$ cat src/rtl/tsmem_pkg.sv
// ---------------------------------------------------------------------------
// tsmem_pkg
// Shared types and helpers for the timestamp-SRAM arbiter.
//   addr_w()   : address width needed for a w x h sensor array
//   state_t    : arbiter phase (optional clear sweep, then normal running)
//   gnt_t      : which requester was granted most recently
//   mem_cmd_t  : one SRAM command word for the default 346x260 geometry
// No ports (package).
// ---------------------------------------------------------------------------
package tsmem_pkg;

  function automatic int addr_w(input int w, input int h);
    return $clog2(w * h);
  endfunction

  localparam int TS_W_ADDR    = addr_w(346, 260);
  localparam int TS_WORD_SIZE = 18;

  typedef enum logic {S_CLEAR = 1'b0, S_RUN = 1'b1} state_t;

  typedef enum logic {GNT_RD = 1'b0, GNT_WR = 1'b1} gnt_t;

  typedef struct packed {
    logic                    cen;
    logic                    rw;
    logic [TS_W_ADDR-1:0]    addr1;
    logic [TS_W_ADDR-1:0]    addr2;
    logic [TS_WORD_SIZE-1:0] data;
  } mem_cmd_t;

endpackage

$ cat src/rtl/tsmem_arbiter_rr_arb2.sv
// ---------------------------------------------------------------------------
// rr_arb2
// Two-requester round-robin (read client vs. write client). When both ask in
// the same cycle, the one that did not win last time is served. Ready only
// looks at the other requester's valid, never at its own.
// Ports:
//   clk, rst        clock, synchronous active-high reset
//   en              arbitration allowed this cycle
//   req_rd, req_wr  request valids
//   rdy_rd, rdy_wr  ready toward each requester
//   gnt_rd, gnt_wr  one-hot (or zero) grant for this cycle
// ---------------------------------------------------------------------------
module rr_arb2
  import tsmem_pkg::*;
(
  input  logic clk,
  input  logic rst,
  input  logic en,
  input  logic req_rd,
  input  logic req_wr,
  output logic rdy_rd,
  output logic rdy_wr,
  output logic gnt_rd,
  output logic gnt_wr
);

  gnt_t last_grant;

  // Ready/grant: a requester is ready unless the other one is contending and
  // it is the other one's turn. The two readies are exclusive under contention.
  always_comb begin
    rdy_rd = 1'b0;
    rdy_wr = 1'b0;
    if (en) begin
      rdy_rd = !req_wr || (last_grant == GNT_WR);
      rdy_wr = !req_rd || (last_grant == GNT_RD);
    end else begin
      rdy_rd = 1'b0;
      rdy_wr = 1'b0;
    end
    gnt_rd = req_rd && rdy_rd;
    gnt_wr = req_wr && rdy_wr;
  end

  // Remember the most recent winner; reset favours read on first contention.
  always_ff @(posedge clk) begin
    if (rst) begin
      last_grant <= GNT_WR;
    end else if (gnt_rd) begin
      last_grant <= GNT_RD;
    end else if (gnt_wr) begin
      last_grant <= GNT_WR;
    end else begin
      last_grant <= last_grant;
    end
  end

endmodule

$ cat src/rtl/tsmem_arbiter.sv
// ---------------------------------------------------------------------------
// tsmem_arbiter
// Shares the dual-port timestamp SRAM between the patch-read client (two words
// per access) and the event-write client. Grants are round-robin, SRAM command
// pins come straight from registers, and read data returns MEM_LAT cycles
// after the command cycle.
// Optional build macro: TSMEM_CLEAR_EN -- after reset, sweep zeros into every
// address through port 1 before accepting requests.
// Ports:
//   clk, rst                      clock, synchronous active-high reset
//   rd_req_vld/rdy, rd_addr1/2    read request (two addresses)
//   rd_rsp_vld, rd_rsp_data1/2    read response, no backpressure
//   wr_req_vld/rdy, wr_addr/data  write request
//   read_data1_mem/2_mem          SRAM data outputs
//   cen, rw, addr_port1/2,
//   write_data_mem                SRAM command pins (registered)
//   init_done                     high once requests are accepted
// ---------------------------------------------------------------------------
module tsmem_arbiter
  import tsmem_pkg::*;
#(
  parameter int  DVS_WIDTH  = 346,
  parameter int  DVS_HEIGHT = 260,
  parameter int  WORD_SIZE  = 18,
  parameter int  MEM_LAT    = 1,
  localparam int W_ADDR     = addr_w(DVS_WIDTH, DVS_HEIGHT)
) (
  input  logic                 clk,
  input  logic                 rst,
  input  logic                 rd_req_vld,
  output logic                 rd_req_rdy,
  input  logic [W_ADDR-1:0]    rd_addr1,
  input  logic [W_ADDR-1:0]    rd_addr2,
  output logic                 rd_rsp_vld,
  output logic [WORD_SIZE-1:0] rd_rsp_data1,
  output logic [WORD_SIZE-1:0] rd_rsp_data2,
  input  logic                 wr_req_vld,
  output logic                 wr_req_rdy,
  input  logic [W_ADDR-1:0]    wr_addr,
  input  logic [WORD_SIZE-1:0] wr_data,
  input  logic [WORD_SIZE-1:0] read_data1_mem,
  input  logic [WORD_SIZE-1:0] read_data2_mem,
  output logic                 cen,
  output logic                 rw,
  output logic [W_ADDR-1:0]    addr_port1,
  output logic [W_ADDR-1:0]    addr_port2,
  output logic [WORD_SIZE-1:0] write_data_mem,
  output logic                 init_done
);

  state_t             state;
  logic               arb_en;
  logic               gnt_rd;
  logic               gnt_wr;
  logic               rd_issued;
  logic [MEM_LAT-1:0] vld_pipe;

`ifdef TSMEM_CLEAR_EN
  localparam int DEPTH = DVS_WIDTH * DVS_HEIGHT;

  logic [W_ADDR-1:0] clr_addr;

  // Clear sweep: one address per cycle, then hand over to normal running.
  always_ff @(posedge clk) begin
    if (rst) begin
      state    <= S_CLEAR;
      clr_addr <= '0;
    end else if (state == S_CLEAR) begin
      if (clr_addr == W_ADDR'(DEPTH - 1)) begin
        state <= S_RUN;
      end else begin
        clr_addr <= clr_addr + W_ADDR'(1);
      end
    end else begin
      state <= state;
    end
  end
`else
  // Without the sweep the arbiter is running as soon as reset is applied.
  always_ff @(posedge clk) begin
    if (rst) begin
      state <= S_RUN;
    end else begin
      state <= state;
    end
  end
`endif

  assign init_done = (state == S_RUN);

  // Requests issued while rst is high would be lost by the register reset,
  // so never acknowledge them.
  assign arb_en = (state == S_RUN) && !rst;

  rr_arb2 u_rr_arb2 (
    .clk    (clk),
    .rst    (rst),
    .en     (arb_en),
    .req_rd (rd_req_vld),
    .req_wr (wr_req_vld),
    .rdy_rd (rd_req_rdy),
    .rdy_wr (wr_req_rdy),
    .gnt_rd (gnt_rd),
    .gnt_wr (gnt_wr)
  );

  // SRAM command registers: a grant this cycle becomes the pin command next cycle.
  always_ff @(posedge clk) begin
    if (rst) begin
      cen            <= 1'b1;
      rw             <= 1'b0;
      addr_port1     <= '0;
      addr_port2     <= '0;
      write_data_mem <= '0;
`ifdef TSMEM_CLEAR_EN
    end else if (state == S_CLEAR) begin
      cen            <= 1'b0;
      rw             <= 1'b1;
      addr_port1     <= clr_addr;
      write_data_mem <= '0;
`endif
    end else if (gnt_rd) begin
      cen        <= 1'b0;
      rw         <= 1'b0;
      addr_port1 <= rd_addr1;
      addr_port2 <= rd_addr2;
    end else if (gnt_wr) begin
      // Port 2 is unused by writes and keeps its last address.
      cen            <= 1'b0;
      rw             <= 1'b1;
      addr_port1     <= wr_addr;
      write_data_mem <= wr_data;
    end else begin
      cen <= 1'b1;
    end
  end

  assign rd_issued = !cen && !rw;

  // Read-valid delay line: a read on the pins in cycle c reports valid in c+MEM_LAT.
  always_ff @(posedge clk) begin
    if (rst) begin
      vld_pipe <= '0;
    end else begin
      vld_pipe[0] <= rd_issued;
      for (int i = 1; i < MEM_LAT; i++) begin
        vld_pipe[i] <= vld_pipe[i-1];
      end
    end
  end

  assign rd_rsp_vld   = vld_pipe[MEM_LAT-1];
  assign rd_rsp_data1 = read_data1_mem;
  assign rd_rsp_data2 = read_data2_mem;

endmodule

$ cat config.mk
export PLATFORM = sky130hd
export DESIGN_NAME = tsmem_arbiter
export DESIGN_NICKNAME = d
export VERILOG_FILES = /design/src/rtl/tsmem_pkg.sv /design/src/rtl/tsmem_arbiter_rr_arb2.sv /design/src/rtl/tsmem_arbiter.sv
export SDC_FILE = /design/constraint.sdc
export NUM_CORES = 1
export LEC_CHECK = 0
export CAP_MARGIN = 20
export CORE_ASPECT_RATIO = 1.1
export CORE_UTILIZATION = 36
export DETAILED_ROUTE_END_ITERATION = 7
export MAX_ROUTING_LAYER = met4
export PLACE_DENSITY_LB_ADDON = 0.2
export SLEW_MARGIN = 10
export SYNTH_ARGS = -nofsm -noshare
export SYNTH_HDL_FRONTEND = slang
export SYNTH_SLANG_ARGS = --single-unit
export TNS_END_PERCENT = 30
$ cat constraint.sdc
create_clock -name clk -period 2.2 [get_ports clk]
set_clock_uncertainty 0.15 [all_clocks]
set_input_delay 0.33 -clock clk [delete_from_list [all_inputs] [get_ports clk]]
set_output_delay 0.33 -clock clk [all_outputs]
set_load 0.1 [all_outputs]
# Yosys cells after proc, flatten, opt, wreduce, memory -nomap -nowiden
# Index checks and enable logic that the tools add are counted.
dict set report op_classes {
  bitwise 2
  reduce_logical 12
  mux 8
}
# op count
set op_table {}
lappend op_table {{two-way mux 17 bit} 2}
lappend op_table {{two-way mux 1 bit} 6}
lappend op_table {{zero test 1 bit} 4}
lappend op_table {{logical AND 1 bit} 3}
lappend op_table {{logical OR 1 bit} 2}
lappend op_table {{inverter 1 bit} 2}
lappend op_table {{AND reduction 2 bit} 1}
lappend op_table {{nonzero test 2 bit} 1}
lappend op_table {{OR reduction 2 bit} 1}
dict set report word_totals {
  reg_bits 56
  word_cells 29
  out_inout_bits 94
  inputBits 109
}

# Logic depth before layout (Yosys ltp)
# Gate-level depths: netlist of run 1.
dict set report logic_depth {
  depth_word 6
  mapped_depth 6
}

# Modules after synthesis
# A second synthesis of run 1 with hierarchy kept.
dict set report hier_totals {
  cells_unflattened 264
  hier_area_um2 2514.9
}
# module area_per_inst_um2 instances seq_area_each_um2 cells_each
set modules_own_cells {}
lappend modules_own_cells {tsmem_arbiter 2439.8 1 1101.1 255}
lappend modules_own_cells {rr_arb2 75.1 1 20.0 9}

# Worst setup path after synthesis of run 1
# OpenSTA, ideal clock, no wires.
dict set report synth_timing {
  kind {in2reg}
  startpoint {input wr_req_vld}
  endpoint {register u_rr_arb2.last_grant}
  slack_ps -433
  t_arrival_ps 2276
  setup_ps 208
  stages 5
  t_required_ps 1842
  path_cell_list {nor2b_1 > buf_2 > buf_1 > nor2_1 > o21ai_0}
}
dict set report synth_between {
  elab_chain_cells 5
}
# element line
set synth_rtl {}
lappend synth_rtl {{start, declared} tsmem_arbiter.sv:37} ;# input logic wr_req_vld,
lappend synth_rtl {{zero test 1 bit (*)} tsmem_arbiter_rr_arb2.sv:35} ;# rdy_rd = !req_wr || (last_grant == GNT_WR);
lappend synth_rtl {{logical OR 1 bit (*)} tsmem_arbiter_rr_arb2.sv:35}
lappend synth_rtl {{two-way mux 1 bit (*)} tsmem_arbiter_rr_arb2.sv:34} ;# if (en) begin
lappend synth_rtl {{via rd_req_rdy} tsmem_arbiter.sv:31} ;# output logic rd_req_rdy,
lappend synth_rtl {{logical AND 1 bit (*)} tsmem_arbiter_rr_arb2.sv:41} ;# gnt_rd = req_rd && rdy_rd;
lappend synth_rtl {{two-way mux 1 bit or nonzero test 2 bit (tied branches)} -}
lappend synth_rtl {{end signal, assigned} tsmem_arbiter_rr_arb2.sv:54} ;# last_grant <= last_grant;
lappend synth_rtl {{end, declared} tsmem_arbiter_rr_arb2.sv:27} ;# gnt_t last_grant;
# Mark *: on every way through the listed nets, which the timed path passes. The rest lies on a longest branch.
# A chain may end at the register's enable or synchronous reset.

# Worst setup path in the final report of run 1
dict set report layout_timing {
  startpoint {input rst}
  endpoint {output wr_req_rdy}
}
dict set report layout_between {
  elab_chain_cells 1
}
# element line
set layout_rtl {}
lappend layout_rtl {{start, declared} tsmem_arbiter.sv:29} ;# input logic rst,
lappend layout_rtl {{two-way mux 1 bit} tsmem_arbiter_rr_arb2.sv:34}
lappend layout_rtl {{end, declared} tsmem_arbiter.sv:38} ;# output logic wr_req_rdy,
# Every way passes these cells.

==> summary.md, run 1 <==
| Metric | Value |
|---|---|
| Pin count of the biggest net entering global routing | `30` |
| Worst setup margin | `277 ps` |
| Non-Filler Instances | `485` |
| Final setup viols | `0` |
| Vias in the first global route | `2,509` |
| Gate Count Post-Synth | `313` |
| CTS buffer count | `5` |
| Crit path cell chain | `clkdlybuf4s50_1 -> a21o_1 -> inv_2 -> buf_12` |
| Final period util | `87.4%` |
| Initial cell density of the core | `37.1%` |
| Diode count | `0` |
| Final slew viol count | `0` |
| Delay-heaviest family, CP | `buffers and inverters` |
| Synthesized area per cell | `8.31 um^2` |
| Critical path's largest stage delay | `570 ps` |
| Worst-path clk slew | `100 ps` |
| Yosys reg bits | `56` |
| Synth async-reset ratio | `0%` |
| Core footprint | `7010 um^2` |
| Die Y | `91.2 um` |
| HP Class | `reg -> reg` |
| TritonCTS clock tree | `yes` |
| Setup slack at placement | `256 ps` |
| DRT antenna net count | `0` |
| Maximum VDD drop | `356 uV` |
| Clock sink count | `56` |
| Filler cell count | `652` |
| XOR/XNOR Fraction of Synth Area | `0%` |
| Worst Path Arrival | `1440 ps` |
| Synthesized-area fraction occupied by adder cells | `0%` |
| Post-Place Cells | `477` |
| Clock latency on the worst-skew pair | `310 ps` |
| Rows | `32` |
| Hold path depth | `1` |
| Gr ovfl total | `0` |
| Slowest cell on crit path | `clkdlybuf4s50_1` |
| Dominant cells by area after synthesis | `dfxtp_1 (43%), o211ai_1 (11%), buf_4 (11%)` |
| # nets final | `508` |
| RSZ-0062 raised after global routing | `false` |
| Vias | `2,629` |
| Outcome | `finished, final reports clean` |
| Top-area cell type share of the netlist area | `43.1%` |
| DRC violation count after routing | `0` |
| Simple-gate share of the synthesized area | `11.5%` |
| GR Util All Layers | `20.5%` |
| Final hold slack | `284 ps` |
| Worst-path maximum fanout | `7` |
| CP startpoint kind | `primary input` |
| Detailed Route Iter0 Violations | `175` |
| Cell with the most instances after synthesis | `dfxtp_1` |
| Mapped Nets | `422` |
| CP Data Required Time | `1720 ps` |
| Count of port buffers added during placement | `129` |
| Hold Vio Cnt, Final | `0` |
| Final Core Density | `53.1%` |
| Fmax | `520 MHz` |
| Compound-Gate Fraction of Synth Area | `25.9%` |
| Htree depth | `2` |
| Vias per cell | `5.42` |
| Drt total wl | `7630 um` |
| DR WL/cell | `15.7 um` |
| Gpl congestion | `0.791` |
| Most frequent cells after synthesis | `dfxtp_1 (56), o211ai_1 (38), buf_4 (37)` |
| Cell Area, Synth | `2600 um^2` |
| Synth warnings | `0` |
| HPWL after detailed placement | `5350 um` |
| WP buf/inv | `3` |
| Area Growth Syn to Fin | `43.0%` |
| Synth cell types | `25` |
| Tmin final | `1920 ps` |
| Post-synth EDFFs | `0` |
| Post-Route M1 WL | `3210 um` |
| Largest family of logic cells by synthesized area | `compound AO/OA/AOI/OAI gates` |
| Root buf cell | `clkbuf_8` |
| Max-cap violations | `0` |
| Die width | `83.1 um` |
| Critical path endpoint category | `output pin` |
| Resized cells post-CTS | `0` |
| Pre-antenna DRT Iters | `4` |
| Met3 wire len | `580 um` |
| Critical path depth in cells | `4` |
| Initial antenna violation count | `0` |
| Cell taking the most area after synthesis | `dfxtp_1` |
| DR WL met2 | `3680 um` |
| Crit Path Class | `in -> out` |
| Setup_tns | `0 ps` |
| Die area | `7570 um^2` |
| Register area share after synthesis | `43.1%` |
| Boundary Pins | `203` |
| Fraction of layout cells with a size suffix above 1 | `21.5%` |
| DR top layer | `met4` |
| Post-synthesis mux area share | `0%` |
| Static Leak | `1.59 nW` |
| Deepest clock path buffer count | `2` |
| First-pass GRT wire length | `12,400 um` |
| Post-synth top flop | `dfxtp_1` |
| CTS Hold Buffers Added | `0` |
| Pwr per Cell Area | `752 nW/um^2` |
| Worst R2R Path Depth | `4` |
| Postcts setup bufs | `0` |
## layout by cell type, fill, tap and decap left out
master / count
clkinv_1: 1
o21ai_1: 13
inv_2: 3
nand3_1: 35
clkinv_2: 1
nor2b_4: 1
a21o_1: 1
o21ai_0: 20
conb_1: 1
nor4_1: 3
clkbuf_8: 5
bufinv_16: 1
a31oi_1: 17
nor3_1: 3
and2_1: 1
clkbuf_1: 1
a21oi_1: 1
inv_1: 18
nand2_1: 18
or3_1: 1
o211ai_1: 38
clkdlybuf4s50_1: 72
dfxtp_1: 56
nor2_2: 1
buf_12: 3
buf_4: 71
o31ai_1: 14
## worst register-to-register path, cell delays in order (launching register included)
cell,delay (ps)
dfxtp_1,420
nor2b_4,70
or3_1,320
buf_4,220
a31oi_1,170
## state kept, by name, summed over array words and instances, names as in the netlist
register,cells
rw,1
addr_port2,17
write_data_mem,18
u_rr_arb2.last_grant,1
addr_port1,17
cen,1
rd_rsp_vld,1
## per-layer routing
layer / global-route usage (%) / vias to the layer above
li1: - / 1250
met1: 23.7 / 1241
met2: 33.9 / 126
met3: 6.00 / 12
met4: 7.33 / 0
met5: - / -
## power by group
part | total, mW | leakage (nW) | internal [mW] | switching (mW)
Sequential | 1.12 | 0.461 | 1.08 | 0.0397
Clock | 0.673 | 0.0552 | 0.339 | 0.334
Combinational | 1.00 | 1.07 | 0.283 | 0.719
Total | 2.80 | 1.59 | 1.71 | 1.09
## final cells by class
cell class / count / area, um^2 / area share, %
Sequential cell: 56 / 1120 / 30.1
Multi-Input combinational cell: 168 / 987 / 26.5
Timing Repair Buffer: 146 / 1310 / 35.3
Inverter: 22 / 82.6 / 2.22
Clock inverter: 2 / 35.0 / 0.942
Tap cell: 85 / 106 / 2.86
Clock buffer: 6 / 72.6 / 1.95
## metrics by stage
step | total power, mW | cell area [um^2]
2_1_floorplan | 2.14 | 2600
3_3_place_gp | 2.15 | 3610
3_5_place_dp | 2.15 | 3610
4_1_cts | 2.81 | 3720
5_1_grt | 2.90 | 3720
6_report | 2.80 | 3720
## path summary, 6_finish.rpt
kind                                                   startpoint                    endpoint  slack [ps]
worst max-delay path                                          rst                  wr_req_rdy         280
worst min register to register                     cen$_SDFF_PP1_       rd_rsp_vld$_SDFF_PP0_         280
worst max register to register  u_rr_arb2.last_grant$_SDFFE_PP1P_  addr_port1[5]$_SDFFE_PP0P_         770
worst min-delay path                               cen$_SDFF_PP1_       rd_rsp_vld$_SDFF_PP0_         280
## logic make-up after synthesis
kind of cell / Yosys count
AOI/OAI and AO/OA: 104
buffers and inverters: 89
other: 1
DFF: 56
and+or+nand+nor: 63
Note: power is estimated with default switching activity, not from simulation.
==> run 2, diff against run 1 <==
--- a/config.mk
+++ b/config.mk
@@ -6,8 +6,10 @@
 export NUM_CORES = 1
 export LEC_CHECK = 0
 export CAP_MARGIN = 20
+export CELL_PAD_IN_SITES_DETAIL_PLACEMENT = 0
+export CELL_PAD_IN_SITES_GLOBAL_PLACEMENT = 1
 export CORE_ASPECT_RATIO = 1.1
-export CORE_UTILIZATION = 36
+export CORE_UTILIZATION = 24
 export DETAILED_ROUTE_END_ITERATION = 7
 export MAX_ROUTING_LAYER = met4
 export PLACE_DENSITY_LB_ADDON = 0.2
==> summary.md, run 2 (synthesis gave the netlist of run 1 again) <==
| Metric | Value |
|---|---|
| DR WL/cell | `15.5 um (-1.4%)` |
| Die Y | `111 um (+22%)` |
| Initial cell density of the core | `24.9% (-12 points)` |
| Crit Path Class | `in -> out` |
| Grt met2 use | `25.4% (-8.6 points)` |
| Least-Margin Pin Slew | `794 ps` |
| HP Class | `reg -> reg` |
| Gr ovfl total | `0 (unchanged)` |
| Hold Vio Cnt, Final | `0 (unchanged)` |
| Initial antenna violation count | `0 (unchanged)` |
| Post-Place Cells | `536 (+12%)` |
| First-pass GRT wire length | `13,000 um (+4.7%)` |
| Power, Total | `2.92 mW (+4.3%)` |
| Die width | `101 um (+22%)` |
| Area post-placement | `3690 um^2 (+2.2%)` |
| Clock sink count | `56 (unchanged)` |
| Htree depth | `2 (unchanged)` |
| Final setup viols | `0 (unchanged)` |
| Biggest regs | `write_data_mem (18), addr_port1 (17), addr_port2 (17)` |
| Resized cells post-CTS | `0 (unchanged)` |
| DRC violation count after routing | `0 (unchanged)` |
| CTS buffer count | `5 (unchanged)` |
| GR Util All Layers | `15.3% (-5.2 points)` |
| Detailed Route Iter0 Violations | `109 (-38%)` |
| Pwr per Cell Area | `761 nW/um^2 (+1.2%)` |
| M3 GR Usage | `2.59% (-3.4 points)` |
| Critical path endpoint category | `output pin` |
| Rows | `39 (+22%)` |
| Final slew viol count | `0 (unchanged)` |
| Register name with the most flops | `write_data_mem` |
| Area Growth Syn to Fin | `47.3%` |
| Die area | `11,300 um^2 (+49%)` |
| CP startpoint kind | `primary input` |
| CP Data Required Time | `1720 ps (about the same)` |
| Max reg flops | `18 (unchanged)` |
| Worst-path clk slew | `70 ps (-30 ps)` |
| Final Core Density | `36.7% (-16 points)` |
| GR Layer Usage met1 | `18.5% (-5.1 points)` |
| Setup slack at placement | `60.5 ps (-195 ps)` |
| Register-to-Register Setup Slack | `540 ps (-230 ps)` |
| RSZ-0062 raised after global routing | `false` |
| Clock latency on the worst-skew pair | `280 ps (-30 ps)` |
| Boundary Pins | `203 (unchanged)` |
| Fraction of layout cells with a size suffix above 1 | `21.4% (-0.054 points)` |
| # nets final | `509 (+0.20%)` |
| Worst setup margin | `285 ps (+8.05 ps)` |
| Drt total wl | `8440 um (+11%)` |
| Non-Filler Instances | `544 (+12%)` |
| Core footprint | `10,400 um^2 (+49%)` |
| Maximum VDD drop | `335 uV (-5.9%)` |
| Post-Layout Inst Area | `3830 um^2 (+3.1%)` |
| Max-cap violations | `0 (unchanged)` |
| Count of port buffers added during placement | `129 (unchanged)` |
| Final period util | `87.0% (-0.37 points)` |
| CTS Hold Buffers Added | `0 (unchanged)` |
| Final hold slack | `270 ps (-13.9 ps)` |
| Worst-path maximum fanout | `6 (-1)` |
| Busiest layer in global routing | `met2` |
| Pre-antenna DRT Iters | `4 (unchanged)` |
| Static Leak | `1.61 nW (+1.1%)` |
| Postcts setup bufs | `0 (unchanged)` |
| Tmin final | `1920 ps (-8.05 ps)` |
| Pin count of the biggest net entering global routing | `22 (-27%)` |
| Most frequent cells in the layout | `clkdlybuf4s50_1 (72), buf_4 (72), dfxtp_1 (56), o211ai_1 (38), nand3_1 (35)` |
| Worst Path Arrival | `1440 ps (about the same)` |
| Rel. slew slack | `47.1%` |
| Gpl congestion | `0.732 (-7.4%)` |
| Vias in the first global route | `2,532 (+0.92%)` |
| TritonCTS clock tree | `yes` |
| Deepest clock path buffer count | `2 (unchanged)` |
| DRT antenna net count | `0 (unchanged)` |
| Setup_tns | `0 ps (unchanged)` |
| Diode count | `0 (unchanged)` |
| Root buf cell | `clkbuf_16` |
| Fmax | `522 MHz (+0.42%)` |
| Outcome | `finished, final reports clean` |
| Vias per cell | `4.68 (-14%)` |
| Vias | `2,545 (-3.2%)` |
| HPWL after detailed placement | `5940 um (+11%)` |
-- run 2: worst paths after layout --
kind / end / from / depth (start not counted)
hold / removal: rd_rsp_vld$_SDFF_PP0_ / cen$_SDFF_PP1_ / 1
setup / recovery: wr_req_rdy / rst / 4
hold reg to reg: rd_rsp_vld$_SDFF_PP0_ / cen$_SDFF_PP1_ / 1
setup reg to reg: addr_port1[15]$_SDFFE_PP0P_ / u_rr_arb2.last_grant$_SDFFE_PP1P_ / 3
-- run 2: where the power goes --
group | leakage, nW | internal (mW) | switching [mW]
combinational | 1.08 | 0.284 | 0.723
sequential | 0.461 | 1.08 | 0.0398
clock | 0.0681 | 0.426 | 0.360
-- run 2: layout make-up --
cell class | instances | area [um^2]
clock buffers | 7 | 133
clock inverters | 1 | 8.76
fillers | 1106 | 6610
inverters | 22 | 82.6
multi-input cells | 168 | 987
flip-flops and latches | 56 | 1120
well taps | 143 | 179
repair buffers | 147 | 1320
-- run 2: critical path, cell delays in order --
cell and delay [ps]:
clkdlybuf4s50_1 550, a21o_1 240, inv_2 130, buf_12 190
-- run 2: layer usage --
metal	wire (um)	vias up
li1	-	1248
met1	3670	1181
met2	4100	100
met3	536	16
met4	144	0
met5	0	-
